[src/rtl/qspi_cmd_shifter.sv]
// qspi_cmd_shifter: QSPI opcode/address/dummy serialiser (ports: clk, reset, start_i, cmd_i, addr_i, addr_en_i, addr_lanes_i, dummy_i, release_i -> sclk_o, cs_n_o, io_o, io_oe_o, busy_o, done_o)
module qspi_cmd_shifter #(
  parameter int CLK_DIV = 1,
  parameter int ADDR_W = 24
) (
  input  logic              clk,
  input  logic              reset,
  input  logic              start_i,
  input  logic [7:0]        cmd_i,
  input  logic [ADDR_W-1:0] addr_i,
  input  logic              addr_en_i,
  input  logic [1:0]        addr_lanes_i,
  input  logic [4:0]        dummy_i,
  input  logic              release_i,
  output logic              sclk_o,
  output logic              cs_n_o,
  output logic [3:0]        io_o,
  output logic [3:0]        io_oe_o,
  output logic              busy_o,
  output logic              done_o
);
  typedef enum logic [2:0] {IDLE, CMD, ADDR, DUMMY, HOLD} state_t;
  localparam logic [3:0] HMAX = 4'(CLK_DIV - 1);
  localparam logic [15:0] A1 = 16'(ADDR_W);
  localparam logic [15:0] A2 = 16'(ADDR_W / 2);
  localparam logic [15:0] A4 = 16'(ADDR_W / 4);
  state_t state, state_nx;
  logic [3:0] hcnt;
  logic [15:0] pcnt, nper;
  logic [7:0] cmd_sr;
  logic [ADDR_W-1:0] addr_sr;
  logic addr_en;
  logic [1:0] lanes;
  logic [4:0] dummy;
  logic active, fall, last, dual, quad;
  always_comb begin
    dual = lanes == 2'b01;
    quad = lanes == 2'b10;
    active = state == CMD || state == ADDR || state == DUMMY;
    fall = active && sclk_o && hcnt == HMAX;
    nper = state == CMD ? 16'd8 : state == ADDR ? (dual ? A2 : quad ? A4 : A1) : {11'd0, dummy};
    last = pcnt == nper - 16'd1;
    state_nx = state == IDLE ? (start_i ? CMD : IDLE) :
               state == HOLD ? (release_i ? IDLE : HOLD) :
               !(fall && last) ? state :
               state == CMD && addr_en ? ADDR :
               state != DUMMY && dummy != 5'd0 ? DUMMY : HOLD;
    cs_n_o = state == IDLE;
    busy_o = state != IDLE;
    io_oe_o = state == CMD ? 4'b0001 : state == ADDR ? (quad ? 4'b1111 : dual ? 4'b0011 : 4'b0001) : 4'b0000;
    io_o = state == CMD ? {3'b000, cmd_sr[7]} :
           state == ADDR ? (quad ? addr_sr[ADDR_W-1 -: 4] : dual ? {2'b00, addr_sr[ADDR_W-1 -: 2]} : {3'b000, addr_sr[ADDR_W-1]}) :
           4'b0000;
  end
  always_ff @(posedge clk) begin
    if (reset) begin
      state <= IDLE;
      sclk_o <= 1'b0;
      hcnt <= '0;
      pcnt <= '0;
      done_o <= 1'b0;
      cmd_sr <= '0;
      addr_sr <= '0;
      addr_en <= 1'b0;
      lanes <= '0;
      dummy <= '0;
    end else begin
      state <= state_nx;
      done_o <= state_nx == HOLD && state != HOLD;
      if (state == IDLE && start_i) begin
        cmd_sr <= cmd_i;
        addr_sr <= addr_i;
        addr_en <= addr_en_i;
        lanes <= addr_lanes_i;
        dummy <= dummy_i;
      end
      if (!active) begin
        hcnt <= '0;
        sclk_o <= 1'b0;
        pcnt <= '0;
      end else if (hcnt == HMAX) begin
        hcnt <= '0;
        sclk_o <= ~sclk_o;
        if (sclk_o) pcnt <= last ? 16'd0 : pcnt + 16'd1;
      end else hcnt <= hcnt + 4'd1;
      // data advances only on the falling SCK edge; phase changes reuse it
      if (fall && state == CMD) cmd_sr <= {cmd_sr[6:0], 1'b0};
      if (fall && state == ADDR) addr_sr <= quad ? addr_sr << 4 : dual ? addr_sr << 2 : addr_sr << 1;
    end
  end
endmodule

[config.mk]
export PLATFORM = sky130hd
export DESIGN_NAME = qspi_cmd_shifter
export DESIGN_NICKNAME = d
export VERILOG_FILES = /design/src/rtl/qspi_cmd_shifter.sv
export SDC_FILE = /design/constraint.sdc
export NUM_CORES = 1
export LEC_CHECK = 0
export CAP_MARGIN = 20
export CORE_MARGIN = 2
export CORE_UTILIZATION = 59
export DETAILED_ROUTE_END_ITERATION = 10
export GPL_TIMING_DRIVEN = 0
export PLACE_DENSITY_LB_ADDON = 0.3
export SETUP_SLACK_MARGIN = 0.1
export SLEW_MARGIN = 25
export SYNTH_ARGS = -nofsm -noshare
export SYNTH_HDL_FRONTEND = slang
export SYNTH_SLANG_ARGS = --single-unit
[constraint.sdc]
create_clock -name clk -period 4.1 [get_ports clk]
set_clock_uncertainty 0.1 [all_clocks]
set_input_delay 0.615 -clock clk [delete_from_list [all_inputs] [get_ports clk]]
set_output_delay 0.615 -clock clk [all_outputs]
set_load 0.005 [all_outputs]
==> reports/metrics.cfg <==
[floorplanning]
core_sq_mm=0.00603
die_height_um=83.5
die-area_sq_mm=0.00697
dieWidth_um=83.5
pin_count=56
start_util=0.618
std_cell_rows=28

[clocking]
cts_made_buffers=9
cts_tree=yes
cts_setup_buffers=0
clk_transition_reported_paths_ps=70
clockBufferDepth=2
clk_latency_ps=340
cts_max_level=3
cts-root-buf=clkbuf_8
hold_buffers=0
cts_resized=0
cts_sinks=65

[timing]
finalSetupViolCount=0
hold_ws_ps=363
fin_crit_ps=3340
rsz0062_at_grt=no
period_share=0.815
worst_pin_slew_ps=688
hold_viol_final=0
slew_violations=0
slew_headroom=0.541
tns_ps=0
max_freq_ghz=0.299

[run_status]
status=complete, no violations

[yosys]
netlist_area_sq_mm=0.00373
syn_area_per_cell_sq_um=8.01
synth-seq-area-share=0.349
async_reset_ff_frac=0
yosys_warnings=0
yosys-top-cells-area=dfxtp_1, nand2_1, mux2i_1
ys_seq_elements=65
synth_edf_count=0
synth_top_area_cell=dfxtp_1
synthFlopType=dfxtp_1
syn_nets=517
netlist_instances=465
synth_top_area_share=0.349
ys_types=52

[job]
cap_violations=0

[layout]
final_cells=610
final_nets=583
fin_util=0.758
layout-drive-gt1-share=0.0636
syn2layout_area_growth_pct=22.5
n_antenna_cell=0

[global_routing]
overflow=0
antenna_found_initial=0
grt_usage=0.266
grt_pass1_wl_um=15500
grt_max_degree=11
grt_pass1_vias=3477

[detailed_routing]
wire_per_inst_um=15.2
via_per_inst=6.02
wirelength_um=9260
drc_errors=0
firstDrtPassIters=5
ant_nets=0
first_iter_violations=298
vias=3674

[pwr]
p_per_area_mw_per_mm2=374
ir_worst_vdd_mv=0.258
leakage_nw=1.62
power_mw=1.71

[critical_path]
cp-end-kind=primary output
path_max_fanout=10
crit_arrival_ps=2630
cp-start-kind=flip-flop
crit_type=reg2out
critPathRequiredTime_ps=3380

[placement]
place_congestion=0.897
io_buffers=55
dp.cells=595
dp_hpwl_um=6650

[min_path]
holdCritPathClass=reg2reg

-- where the power goes --
group	internal [mW]	leakage, nW	switching, mW
sequential	0.676	0.530	0.0442
combinational	0.192	0.987	0.247
clock	0.309	0.102	0.239
-- registers in the layout, summed over array words and instances (netlist names) --
| register | cells |
|---|---|
| cmd_sr | 8 |
| lanes | 2 |
| sclk_o | 1 |
| done_o | 1 |
| dummy | 5 |
| hcnt | 4 |
| addr_sr | 24 |
| pcnt | 16 |
| state | 3 |
| addr_en | 1 |
-- logic make-up after synthesis --
group                    share of synthesized area
AO/OA/AOI/OAI                                0.189
XOR/XNOR                                    0.0584
adder cells (fa/ha/maj)                     0.0269
buffers and inverters                       0.0534
flip-flops                                   0.349
multiplexers                                0.0769
AND/OR/NAND/NOR                              0.246
-- cell usage after synthesis, drive strengths merged (2+ instances only) --
library cell	n
nand2	85
dfxtp	65
nor2	52
clkbuf	27
mux2i	26
a211oi	22
a21oi	22
a311oi	20
xnor2	14
nand3	13
inv	12
xor2	10
buf	9
and3	8
ha	8
a22oi	7
nor3	6
and2	5
nand4	5
o21ai	5
or3	5
nor2b	4
nor4	4
o31ai	3
or2	3
a21boi	2
a221oi	2
a31oi	2
mux2	2
nor3b	2
nor4b	2
nor4bb	2
o211ai	2
-- critical path, stage by stage, from the launching register on --
cell	delay (ps)
dfxtp_1	360
inv_1	100
ha_1	220
clkbuf_1	360
clkbuf_1	380
nand2_1	90
o21ai_0	80
and2_1	180
clkdlybuf4s50_1	510
-- area by class of cell --
class                           instances  area, sq um
Sequential cell                        65         1300
Clock inverter                          3         40.0
Tap cell                               75         93.8
Timing Repair Buffer                   55          551
Fill cell                             449         1460
Inverter                               12         45.0
Multi-Input combinational cell        352         2230
Clock buffer                           12          155
Buffer                                 36          154
-- per-stage QoR --
step           setup WS, ps  area, sq um
6_report                758         4570
5_1_grt                 595         4570
4_1_cts                 807         4570
3_5_place_dp           1050         4370
3_3_place_gp           1160         4370
2_1_floorplan          1470         3730
-- placed cells by master (no fill, tap or decap), types with 2 or more instances in the layout --
| cell type | count |
|---|---|
| nor4b_1 | 2 |
| a21boi_0 | 2 |
| nand4_1 | 4 |
| nor4_1 | 4 |
| nor2b_1 | 4 |
| or3_1 | 5 |
| a31oi_1 | 2 |
| mux2i_1 | 25 |
| and2_1 | 5 |
| o211ai_1 | 2 |
| clkinv_2 | 2 |
| clkbuf_8 | 11 |
| buf_4 | 2 |
| nor4bb_1 | 2 |
| a22oi_1 | 7 |
| nor3_1 | 6 |
| o21ai_0 | 5 |
| or2_2 | 3 |
| xor2_1 | 10 |
| ha_1 | 8 |
| inv_1 | 12 |
| mux2_2 | 2 |
| dfxtp_1 | 65 |
| buf_1 | 3 |
| buf_2 | 3 |
| clkdlybuf4s50_1 | 55 |
| nor2_1 | 52 |
| a21oi_1 | 22 |
| nand2_1 | 85 |
| clkbuf_1 | 28 |
| nand3_1 | 13 |
| and3_1 | 8 |
| a311oi_1 | 20 |
| a211oi_1 | 21 |
| xnor2_1 | 13 |
| o31ai_1 | 2 |
-- worst paths after layout --
path	from	endpoint	slack [ps]	depth (start not counted)
setup reg to reg	lanes[0]$_SDFFE_PP0P_	pcnt[6]$_SDFFE_PP0P_	960	11
hold / removal	cmd_sr[3]$_SDFFE_PP0P_	cmd_sr[3]$_SDFFE_PP0P_	360	2
hold reg to reg	cmd_sr[3]$_SDFFE_PP0P_	cmd_sr[3]$_SDFFE_PP0P_	360	2
setup / recovery	lanes[0]$_SDFFE_PP0P_	io_o[1]	760	8
-- per-layer routing --
metal  share of wire  global-route usage
met1            0.43               0.334
met2            0.47               0.438
met3           0.082              0.0742
met4           0.018              0.0982
met5               0                   0
(Power assumes the default switching activity.)
